File: config.mk
export PLATFORM = sky130hd
export DESIGN_NAME = csa_multiword_sequencer
export DESIGN_NICKNAME = d
export VERILOG_FILES = /design/src/rtl/csa_multiword_sequencer.sv
export SDC_FILE = /design/constraint.sdc
export NUM_CORES = 1
export LEC_CHECK = 0
export BUFFER_PORTS_ARGS = -buffer_cell sky130_fd_sc_hd__buf_2
export CAP_MARGIN = 15
export CORE_ASPECT_RATIO = 1.5
export CORE_MARGIN = 5
export CORE_UTILIZATION = 50
export DETAILED_ROUTE_END_ITERATION = 10
export GPL_ROUTABILITY_DRIVEN = 0
export PLACE_DENSITY = 0.77
export SYNTH_ARGS = -nofsm -noshare
export SYNTH_HDL_FRONTEND = slang
export SYNTH_SLANG_ARGS = --single-unit
File: constraint.sdc
create_clock -name clk -period 5.85 [get_ports clk]
set_clock_uncertainty 0.15 [all_clocks]
set_input_delay 0.8775 -clock clk [delete_from_list [all_inputs] [get_ports clk]]
set_output_delay 0.8775 -clock clk [all_outputs]
set_load 0.1 [all_outputs]
File: src/rtl/csa_multiword_sequencer.sv
// Sequences one 16-bit carry-select adder over WORDS slices to form a 16*WORDS-bit sum.
// Optional macro CSA_SEQ_SUB_EN adds a 'sub' port for A-B.
module carry_select_adder_16bit (
  input  logic [15:0] a,
  input  logic [15:0] b,
  input  logic        cin,
  output logic        cout,
  output logic [15:0] sum
);
  logic [4:0] c;
  assign c[0] = cin;

  // Four 4-bit blocks; each precomputes both carry-in cases and selects on the incoming carry
  for (genvar g = 0; g < 4; g++) begin : g_blk
    logic [4:0] r0, r1;
    assign r0 = {1'b0, a[4*g +: 4]} + {1'b0, b[4*g +: 4]};
    assign r1 = r0 + 5'd1;
    assign sum[4*g +: 4] = c[g] ? r1[3:0] : r0[3:0];
    assign c[g+1]        = c[g] ? r1[4]   : r0[4];
  end

  assign cout = c[4];
endmodule

module csa_multiword_sequencer #(
  parameter  int WORDS = 4,
  localparam int W     = 16*WORDS
) (
  input  logic         clk,
  input  logic         rst,
  input  logic         in_valid,
  output logic         in_ready,
  input  logic [W-1:0] a,
  input  logic [W-1:0] b,
  input  logic         cin,
`ifdef CSA_SEQ_SUB_EN
  input  logic         sub,
`endif
  output logic         out_valid,
  input  logic         out_ready,
  output logic [W-1:0] sum,
  output logic         cout
);
  localparam int IW = (WORDS > 1) ? $clog2(WORDS) : 1;

  typedef enum logic [1:0] {IDLE, RUN, DONE} state_t;
  state_t state, state_nx;

  logic [WORDS-1:0][15:0] a_q, b_q, sum_q;
  logic [IW-1:0]          idx;
  logic                   carry_q, cout_q, sub_q, sub_in, last;
  logic [15:0]            sa, sb, sb_eff, ss;
  logic                   sc;

`ifdef CSA_SEQ_SUB_EN
  assign sub_in = sub;
`else
  assign sub_in = 1'b0;
`endif

  assign last = (idx == IW'(WORDS-1));

  always_comb begin
    sa = '0;
    sb = '0;
    for (int i = 0; i < WORDS; i++)
      if (idx == IW'(i)) begin
        sa = a_q[i];
        sb = b_q[i];
      end
  end

  // Subtraction is A + ~B + 1: the +1 enters through the initial carry
  assign sb_eff = sub_q ? ~sb : sb;

  carry_select_adder_16bit u_csa (
    .a(sa), .b(sb_eff), .cin(carry_q), .cout(sc), .sum(ss)
  );

  always_comb begin
    state_nx = state;
    case (state)
      IDLE:    if (in_valid)  state_nx = RUN;
      RUN:     if (last)      state_nx = DONE;
      DONE:    if (out_ready) state_nx = IDLE;
      default:                state_nx = IDLE;
    endcase
  end

  always_ff @(posedge clk or posedge rst)
    if (rst) state <= IDLE;
    else     state <= state_nx;

  always_ff @(posedge clk or posedge rst) begin
    if (rst) begin
      a_q     <= '0;
      b_q     <= '0;
      sum_q   <= '0;
      idx     <= '0;
      carry_q <= 1'b0;
      cout_q  <= 1'b0;
      sub_q   <= 1'b0;
    end else begin
      case (state)
        IDLE: if (in_valid) begin
          a_q     <= a;
          b_q     <= b;
          sub_q   <= sub_in;
          carry_q <= sub_in ? 1'b1 : cin;
          sum_q   <= '0;
          idx     <= '0;
        end
        RUN: begin
          for (int i = 0; i < WORDS; i++)
            if (idx == IW'(i)) sum_q[i] <= ss;
          carry_q <= sc;
          if (last) begin
            cout_q <= sc;
            idx    <= '0;
          end else begin
            idx    <= idx + IW'(1);
          end
        end
        default: ;
      endcase
    end
  end

  assign in_ready  = (state == IDLE);
  assign out_valid = (state == DONE);
  assign sum       = sum_q;
  assign cout      = cout_q;
endmodule

; Word-level counts from Yosys, hierarchy flattened
; Cells that the tools add are included.
[op_classes]
n_eq_ne = 11
n_addsub = 9
muxes = 31
n_reduce_logical = 11
[ops]
columns = op, n
row1 = 2-to-1 mux 16 bit, 12
row2 = case mux 64 bit (2 select lines), 1
row3 = 2-to-1 mux 64 bit, 1
row4 = adder 4 x 4 -> 5 bit, 4
row5 = "adder 5 x 1 -> 5 bit, second input constant", 4
row6 = 2-to-1 mux 4 bit, 4
row7 = AND reduction 3 bit, 5
row8 = 2-to-1 mux 2 bit, 5
row9 = "!= test 2 bit, second input constant", 5
row10 = "== test 2 bit, second input constant", 3
row11 = case mux 2 bit (3 select lines), 1
row12 = AND reduction 2 bit, 3
row13 = 2-to-1 mux 1 bit, 5
row14 = "== test 2 x 1 -> 1 bit, second input constant", 2
row15 = zero test 2 bit, 2
row16 = case mux 2 bit (2 select lines), 1
row17 = "adder 2 x 1 -> 2 bit, second input constant", 1
row18 = "!= test 2 x 1 -> 1 bit, second input constant", 1
row19 = case mux 1 bit (2 select lines), 1
row20 = nonzero test 2 bit, 1
[totals]
in_bits = 133
reg_bits = 198

; Logic depth before layout (Yosys ltp)
[logic_depth]
ltp_word = 13
mapped_depth = 23
depth_no_buf = 21

; By module
; From an unflattened synthesis, not the netlist that was laid out.
[hier_totals]
hier_cells = 699
area_unflattened_um2 = 9846.9
[modules_own_cells]
columns = module, area_per_inst_um2, n_inst, cells_per_inst
row1 = csa_multiword_sequencer, 8828.5, 1, 589
row2 = carry_select_adder_16bit, 1018.5, 1, 110

; Worst setup path before layout
; Ideal clock, no wire load.
[synth_path]
kind = register to register
from = reg idx[1]
to = reg sum_q, in the netlist sum[13]
path_slack_ns = 1.185
path_buffers = 2
arrival_time_ns = 4.392
stages_incl_launch_ff = 23
synth_period_minus_slack_ns = 4.665
setup_time_ns = 0.123
cell_sequence = dfrtp_1 inv_1 ha_1 clkbuf_1 buf_1 nor2_1 a21oi_1 nor2_1 a21oi_1 o21ai_0 ha_1 inv_1 fa_1 inv_1 ha_1 inv_1 a211oi_1 or4b_4 a21oi_2 a21oi_1 a22oi_1 mux2_2 a32o_1
[synth_via]
elab_chain_len = 13
[synth_lines]
columns = element, line
row1 = from (decl), 50  ; logic [IW-1:0] idx;
row2 = from (signal assigned), 121  ; idx <= idx + IW'(1);
row3 = zero test 2 bit, "67, 115"
row4 = 2-to-1 mux 16 bit (4 in a row), 67  ; if (idx == IW'(i)) begin
row5 = adder 4 x 4 -> 5 bit, 16  ; assign r0 = {1'b0, a[4*g +: 4]} + {1'b0, b[4*g +: 4]};
row6 = adder 5 x 1 -> 5 bit, 17  ; assign r1 = r0 + 5'd1;
row7 = 2-to-1 mux 1 bit (3 in a row), 19  ; assign c[g+1] = c[g] ? r1[4] : r0[4];
row8 = 2-to-1 mux 4 bit, 18  ; assign sum[4*g +: 4] = c[g] ? r1[3:0] : r0[3:0];
row9 = 2-to-1 mux 16 bit, 115  ; if (idx == IW'(i)) sum_q[i] <= ss;
row10 = case mux 64 bit (2 select lines), 104  ; case (state)
row11 = "to (signal, indexed assignment)", 115
row12 = to (decl), 49  ; logic [WORDS-1:0][15:0] a_q, b_q, sum_q;
; Several ways; a longest one is shown, not always the timed one. The select of a mux whose other input is x is not followed.
; A chain may end at the register's enable or synchronous reset.

; Worst setup path in the final report
[layout_path]
from = reg idx[1]
to = reg sum_q, in the netlist sum[29]
[layout_via]
elab_chain_len = 13
[layout_lines]
columns = element, line
row1 = zero test 2 bit, 67
row2 = 2-to-1 mux 16 bit (4 in a row), 67
row3 = adder 4 x 4 -> 5 bit, 16
row4 = adder 5 x 1 -> 5 bit, 17
row5 = 2-to-1 mux 1 bit (3 in a row), 19
row6 = 2-to-1 mux 4 bit, 18
row7 = 2-to-1 mux 16 bit, 115
row8 = case mux 64 bit (2 select lines), 104
; Several ways; a longest one is shown, not always the timed one. The select of a mux whose other input is x is not followed.

==> metrics <==
CP Launch Point=idx[1]$_DFFE_PP0P_; pin count of the biggest net entering global routing=199; Setup Fix Bufs, Post-CTS=0; DR pass1 iterations=5; # Max-Cap Violations=0; Die Y=178 µm; drt initial violations=703; Critical Path Slowest Stage Cell=ha_2; Port Buffers=199; hold path cells=2; Remaining Overflow, GRT=0; P&R area growth vs syn=19.3%; Final Hold Fails=0; RR Startpoint=idx[1]$_DFFE_PP0P_; worst setup margin=745 ps; Ys Warns=0; Most common cell on crit path=a21oi_1; routing usage on met1=0.295; initial core utilization=0.510; I/O pins=200; register area=4950 µm²; Min Hold Slack=roughly 330 ps; clk_lat worst skew=440 ps; most common flop cell mapped by yosys=dfrtp_1; M2 GR Usage=0.395; post-route DRC violation count=0; H-tree levels=4; clock sink count=198; first-pass GRT wire length=39800 µm; FP Rows=61; Hold Path Class=flop to flop; slew margin rel.=0.309; Cell Area, Synth=9450 µm²; most frequent cells in the layout=nand2_1 (510), buf_2 (199), dfrtp_1 (198); Crit path buffers/inverters=3; fin crit share=0.873; multi-input logic area=4190 µm²; Post-synth EDFFs=0; Worst-path clk slew=70 ps; Post-DP HPWL=18300 µm; r2r setup slk=740 ps; Longest Clk Path Bufs=2; TritonCTS clock tree=yes; worst-path cell chain=inv_1 -> ha_2 -> nor2_1 -> a21oi_1 -> nor2_1 -> a21oi_1 -> nor2_1 -> a21oi_1 -> fa_1 -> inv_1 -> ha_1 -> inv_1 -> a211oi_1 -> or4b_4 -> a21oi_2 -> a21oi_1 -> a22oi_1 -> mux2_2 -> a32o_1; vias per cell=~5.1; Placement Setup Slack=777 ps; CP max stage delay=about 750 ps; arrival time worst endpoint=5280 ps; Filler cells=1694; worst reg2reg path depth=19; Total Nets Final=1483; Post-CTS Hold Buffers=0; setup TNS=0 ps; r2r endpoint=sum[29]$_DFFE_PP0P_; Hold EP=sum[15]$_DFFE_PP0P_; fin util=0.608; FFs w/ async S/R, synth=1.00; RSZ-0062 raised after global routing=no; CP Launch Type=flop; most common cell after layout, fill and taps aside=nand2_1; die footprint=21800 µm²; Synth Instances=1157; Syn Nets=roughly 1300; vias in the first global route=7974; Max FO, Critical Path=between 40 and 50; vias after detailed routing=just over 8000; Hold Crit Start=sum[15]$_DFFE_PP0P_; die width=122 µm; PostCTS Resize Cnt=0; initial antenna violation count=0; Final Max Slew Viols=0; Post-Syn Area per Cell=8.17 µm²; Seq/Total Area, Yosys=0.524; Worst EP required=6020 ps; Clock Root Buffer=clkbuf_16; count of cell types in the netlist=44; drt wl/cell=15.7 µm; Final min period=between 5000 and 6000 ps; diodes inserted=0; critical path endpoint category=flop; layout cells sized above 1=0.199; WL final=24800 µm; outcome=finished, final reports clean; met3 GRT Util=0.0381; crit path kind=flop to flop; remaining antenna violation count=0; CORE AREA=roughly 19000 µm²; Final Setup Violations=0; slew of the pin with the lowest slew margin=1040 ps; GRT Overall Usage=0.234; total CTS buffers=17; #FFs+latches synth=a little under 200; GRT Max-Usage Layer=met2; Max Freq=196 MHz; crit-path leading delay family=compound AO/OA/AOI/OAI gates
[worst max-delay path by stage]
stage | to | cells after the start | slack [ps]
after floorplan | sum[13]$_DFFE_PP0P_ | 22 | 1180
after global placement | sum[13]$_DFFE_PP0P_ | 20 | 940
after detailed placement | sum[45]$_DFFE_PP0P_ | 19 | 780
after CTS | sum[45]$_DFFE_PP0P_ | 19 | 740
after global routing | sum[26]$_DFFE_PP0P_ | 19 | 340
final | sum[29]$_DFFE_PP0P_ | 19 | 740
[registers in the layout, indices dropped and copies added (netlist names)]
register  count
a_q          64
b_q          64
carry_q       1
cout          1
idx           2
state         2
sum          64
[cell type report]
class / count / area share
flip-flops and latches: 198 / 0.439
inverters: 24 / 0.00832
repair buffers: 213 / 0.0987
well taps: 252 / 0.0280
clock inverters: 14 / 0.0162
multi-input cells: 868 / 0.371
clock buffers: 18 / 0.0381
[worst register-to-register path, stage by stage, from the launching register on]
cell      delay [ps]
dfrtp_1          410
inv_1            110
ha_2             750
nor2_1           150
a21oi_1          150
nor2_1            50
a21oi_1          140
nor2_1            50
a21oi_1          290
fa_1             490
inv_1             90
ha_1             160
inv_1             50
a211oi_1         170
or4b_4           490
a21oi_2          200
a21oi_1          130
a22oi_1          280
mux2_2           420
a32o_1           260
[routing by layer]
layer  up-vias  wire length (µm)
met5         -                 0
met4         0              1020
met3        51              1280
met2       257             12400
met1      3763             10200
li1       4038                 -
[cell families (layout without fill, tap and decap cells)]
family | count (synthesis) | count (layout) | share of synthesized area
multiplexers | 9 | 9 | 0.0103
flip-flops | 198 | 198 | 0.524
AND/OR/NAND/NOR | 615 | 615 | 0.253
buffers and inverters | 91 | 269 | 0.0361
AO/OA/AOI/OAI | 197 | 197 | 0.117
adder cells (fa/ha/maj) | 28 | 28 | 0.0402
XOR/XNOR | 19 | 19 | 0.0184
[metrics by stage]
stage / instances / cell area, µm²
after floorplan: 1157 / 9460
after global placement: 1555 / 10700
after detailed placement: 1555 / 10700
after CTS: 1587 / 11300
after global routing: 1587 / 11300
final: 1587 / 11300
[cell usage after synthesis, types with 2 or more instances]
cell type / count / area [µm²]
o21ai_0: 72 / 360
nor2_1: 75 / 282
dfrtp_1: 198 / 4950
nor2b_1: 3 / 18.8
o21ai_1: 3 / 15.0
a21oi_1: 81 / 405
fa_1: 4 / 80.1
ha_1: 24 / 300
xnor2_1: 11 / 96.3
nand2b_1: 4 / 25.0
inv_1: 24 / 90.1
and3_1: 5 / 31.3
o31ai_1: 16 / 120
a22oi_1: 3 / 22.5
nand2_1: 511 / 1920
a21o_1: 9 / 67.6
buf_1: 7 / 26.3
mux2_2: 6 / 67.6
nand3_1: 4 / 20.0
nor3_1: 2 / 10.0
a32o_1: 3 / 30.0
and2_1: 3 / 18.8
mux2i_1: 3 / 30.0
xor2_1: 7 / 61.3
clkbuf_1: 60 / 225
Power is not shown: default switching activity piles up to over one toggle a cycle in this logic, so the estimate is an artifact.
